### config.mk
export PLATFORM = sky130hd
export DESIGN_NAME = adc_serial_reader
export DESIGN_NICKNAME = d
export VERILOG_FILES = /design/src/rtl/adc_serial_reader.sv
export SDC_FILE = /design/constraint.sdc
export NUM_CORES = 1
export LEC_CHECK = 0
export CAP_MARGIN = 20
export CELL_PAD_IN_SITES_DETAIL_PLACEMENT = 0
export CELL_PAD_IN_SITES_GLOBAL_PLACEMENT = 1
export CORE_ASPECT_RATIO = 0.9
export CORE_MARGIN = 10
export CORE_UTILIZATION = 48
export DETAILED_ROUTE_END_ITERATION = 16
export PLACE_DENSITY = 0.83
export SYNTH_ARGS = -nofsm -noshare
export SYNTH_HDL_FRONTEND = slang
export SYNTH_SLANG_ARGS = --single-unit
### constraint.sdc
create_clock -name clk -period 6.78 [get_ports clk]
set_clock_uncertainty 0.1 [all_clocks]
set_input_delay 0.678 -clock clk [delete_from_list [all_inputs] [get_ports clk]]
set_output_delay 0.678 -clock clk [all_outputs]
set_load 0.005 [all_outputs]
### src/rtl/adc_serial_reader.sv
// adc_serial_reader
// Drives a 3-wire serial ADC (CS_n / SCLK / SDO) and reads 8-bit samples MSB-first.
// Each completed sample appears on adc_out with a one-cycle sample_valid strobe.
// The sample is then held until the next frame completes.
// CLK_DIV sets the SCLK half-period and the CS setup time, in clk cycles.
// GAP sets how long CS_n stays high between frames.

module adc_serial_reader #(
   parameter int CLK_DIV = 4,
   parameter int GAP     = 16
) (
   input  logic       clk,
   input  logic       reset,
   input  logic       en,
   input  logic       adc_sdo,
   output logic       adc_cs_n,
   output logic       adc_sclk,
   output logic [7:0] adc_out,
   output logic       sample_valid,
   output logic       busy
);

   typedef enum logic [2:0] {
      IDLE,
      SETUP,
      SHIFT_HI,
      SHIFT_LO,
      GAP_WAIT
   } state_t;

   // Terminal counts are sized to the 8-bit counters so the compares match widths.
   localparam logic [7:0] DivLast = 8'(CLK_DIV - 1);
   localparam logic [7:0] GapLast = 8'(GAP);

   state_t     state_q;
   logic [7:0] cnt_q;
   logic [7:0] bitCnt_q;
   logic [7:0] shift_q;
   logic       csN_q;
   logic       sclk_q;
   logic [7:0] out_q;
   logic       valid_q;
   logic       busy_q;

   // Frame sequencer.
   // Every output is a flop written here, so the pins never glitch.
   // cnt_q times both the SCLK half-periods and the inter-frame gap.
   // The gap runs 0..GAP inclusive. The extra count is the edge that starts the next frame.
   always_ff @(posedge clk or negedge reset) begin
      if (!reset) begin
         state_q  <= IDLE;
         cnt_q    <= 8'd0;
         bitCnt_q <= 8'd0;
         shift_q  <= 8'd0;
         csN_q    <= 1'b1;
         sclk_q   <= 1'b0;
         out_q    <= 8'd0;
         valid_q  <= 1'b0;
         busy_q   <= 1'b0;
      end else begin
         valid_q <= 1'b0;
         case (state_q)
            IDLE: begin
               csN_q  <= 1'b1;
               busy_q <= 1'b0;
               sclk_q <= 1'b0;
               cnt_q  <= 8'd0;
               if (en) begin
                  state_q  <= SETUP;
                  csN_q    <= 1'b0;
                  busy_q   <= 1'b1;
                  bitCnt_q <= 8'd0;
               end
            end
            SETUP, SHIFT_LO: begin
               if (cnt_q == DivLast) begin
                  cnt_q    <= 8'd0;
                  sclk_q   <= 1'b1;
                  shift_q  <= {shift_q[6:0], adc_sdo};
                  bitCnt_q <= bitCnt_q + 8'd1;
                  state_q  <= SHIFT_HI;
               end else begin
                  cnt_q <= cnt_q + 8'd1;
               end
            end
            SHIFT_HI: begin
               if (cnt_q == DivLast) begin
                  cnt_q  <= 8'd0;
                  sclk_q <= 1'b0;
                  if (bitCnt_q == 8'd8) begin
                     csN_q   <= 1'b1;
                     busy_q  <= 1'b0;
                     out_q   <= shift_q;
                     valid_q <= 1'b1;
                     state_q <= GAP_WAIT;
                  end else begin
                     state_q <= SHIFT_LO;
                  end
               end else begin
                  cnt_q <= cnt_q + 8'd1;
               end
            end
            GAP_WAIT: begin
               if (cnt_q == GapLast) begin
                  cnt_q <= 8'd0;
                  if (en) begin
                     state_q  <= SETUP;
                     csN_q    <= 1'b0;
                     busy_q   <= 1'b1;
                     bitCnt_q <= 8'd0;
                  end else begin
                     state_q <= IDLE;
                  end
               end else begin
                  cnt_q <= cnt_q + 8'd1;
               end
            end
            default: begin
               state_q <= IDLE;
               csN_q   <= 1'b1;
               busy_q  <= 1'b0;
               sclk_q  <= 1'b0;
               cnt_q   <= 8'd0;
            end
         endcase
      end
   end

   assign adc_cs_n     = csN_q;
   assign adc_sclk     = sclk_q;
   assign adc_out      = out_q;
   assign sample_valid = valid_q;
   assign busy         = busy_q;

endmodule

==> impl_metrics.ini <==
[run_status]
status = finished clean

[clock_tree]
cts.sinks = 39
clockBufferDepth = 2
clk_pin_slew_ns = 0.09
root_buffer = clkbuf_8
htree_levels = 2
postCtsSetupBuffers = 0
clk_latency_ns = 0.29
cts_tree = yes
hold_buffers = 0
cts_resized = 0
cts_buffers = 5

[routing]
routed-via-count = 1340
drc = 0
drtAntennaViolNets = 0
dr.pass1.iters = 5
wl_um = 3585
drt_iter0_markers = 69
avgRoutedWirePerCell_um = 14.63
viasPerCell = 5.469

[finish]
final_common_cell = dfrtp_1
most-common-layout-cells = dfrtp_1, nand2_1, clkdlybuf4s50_1
regArea_um2 = 977.2
multi_input_area_um2 = 813.3
antenna_cells = 0
layout-area-overhead-vs-synth_pct = 16.53
drive_gt1_share_pct = 13.57
num-fill-cells = 321
utilization_pct = 57.85
fin_nets = 206

[sta]
max_freq_mhz = 404.8
setup_viol = 0
final.min_clock_period_ns = 2.471
maxSlewViolCount = 0
fin_crit_sh_pct = 36.44
hold_viol = 0
slew_headroom_pct = 44.08
rsz0062_at_grt = false
tns_ns = 0
worst_pin_slew_ns = 0.8388

[global_routing]
grtUsageMet3_pct = 3.878
gr-usage-all-layers_pct = 11.34
grtUsageMet1_pct = 14.37
antenna_found_initial = 0
grt_busiest_layer = met2
met2_usage_pct = 17.66
grt_pass1_vias = 1328
grt_overflow = 0
grt_pass1_wl_um = 6368
grt_max_degree = 40

[setup_path]
crit_path_end_kind = register
worstPathArrival_ns = 2.56
path_class = reg -> reg
crit_path_start_kind = register
cp_max_fo = 9
cp.required_ns = 6.86

[pwr]
irDropWorstVdd_mv = 0.1721
power_density_nw_per_um2 = 367.7
leakage_nw = 1.019
total_power_mw = 0.7880

[placed_design]
globalplace.congestion = 0.8377
dp_hpwl_um = 2525
port_buffers = 15

[synth]
synth_edf_count = 0
ys_ff_latch = 39
syn_inst = 180
yosys_warnings = 0
yosysSeqAreaShare_pct = 53.13
synth_top_area_share_pct = 51.70
ys.flop_type = dfrtp_1
netlist_area_um2 = 1839
async_reset_ff_share_pct = 100.0
synth_cell_type_count = 38
yosys.area.top_type = dfrtp_1
synth_area_leaders = dfrtp_1, nand2_1, mux2_2
avgSynthCellArea_um2 = 10.22
syn_nets = 188

[die]
rows = 21
pin_count = 16
die_height_um = 78.73
start_util_pct = 49.65
fp.dieW_um = 85.25
dieArea_um2 = 6711
core_um2 = 3705

[hold_path]
min_path_type = reg -> reg

[job]
cap_violations = 0
final cells by class:
type	instances	share of cell area, %
Clock buffer	5	3.211
Clock inverter	3	2.218
Inverter	9	1.576
Multi-Input combinational cell	128	37.95
Sequential cell	39	45.59
Tap cell	46	2.685
Timing Repair Buffer	15	6.772
state kept, by name (all words and copies together) (netlist names):
| name | flops |
|---|---|
| state_q | 3 |
| cnt_q | 8 |
| sample_valid | 1 |
| bitCnt_q | 8 |
| busy | 1 |
| adc_cs_n | 1 |
| shift_q | 8 |
| adc_sclk | 1 |
| adc_out | 8 |
Yosys cell counts (all sizes together), types with 2 or more instances:
cell / n
xnor2: 2
nor2: 13
o31ai: 3
nor3: 2
nand2: 34
nand3: 9
nor4: 2
mux2: 9
nor2b: 2
inv: 9
dfrtp: 38
xor2: 5
mux2i: 2
a21oi: 10
ha: 4
a31oi: 2
clkbuf: 3
nand2b: 3
and3: 5
o21ai: 8
nor4b: 2
final timing paths:
path	start	to	slack (ns)	cells after the start
max	cnt_q[0]	adc_out[3]	4.31	5
min	shift_q[7]	shift_q[7]	0.37	2
max reg2reg	cnt_q[0]	adc_out[3]	4.31	5
min reg2reg	shift_q[7]	shift_q[7]	0.37	2
max in group asynchronous	reset	bitCnt_q[3]	5.66	1
min in group asynchronous	reset	state_q[0]	0.39	1
through the flow:
stage          hold WS (ns)  worst slack [ns]  cell area (µm²)  instances
2_1_floorplan        0.2824             4.612             1839        180
4_1_cts              0.3785             4.270             2143        245
3_3_place_gp         0.3515             4.388             2027        237
5_1_grt              0.3964             4.073             2143        245
3_5_place_dp         0.3601             4.283             2027        237
6_report             0.3728             4.309             2143        245
cell families after synthesis:
group	share of synthesized area, %
AOI/OAI and AO/OA	9.116
xor gates and xnor gates	3.333
adders and majority gates	2.721
buffers and inverters	2.653
DFF	53.13
muxes	6.599
and+or+nand+nor	22.45
critical path, cell delays in order (launching register included):
cell and delay, ns:
dfrtp_1 0.42, ha_1 0.27, nor4b_2 0.38, nand2_2 0.18, nor4_4 0.60, mux2_2 0.41
per-layer routing:
metal | wire [µm] | part of all wire [%] | vias to the layer above
li1 | - | - | 655
met3 | 199 | 5.6 | 7
met4 | 46 | 1.3 | 0
met2 | 1647 | 46 | 30
met1 | 1691 | 47 | 648
met5 | 0 | 0 | -
power breakdown:
group | switching, mW | internal [mW] | total [mW]
combinational | 0.120 | 0.100 | 0.220
clock | 0.0869 | 0.112 | 0.198
sequential | 0.0713 | 0.298 | 0.369
No activity file was read; power rests on OpenSTA's default activity.
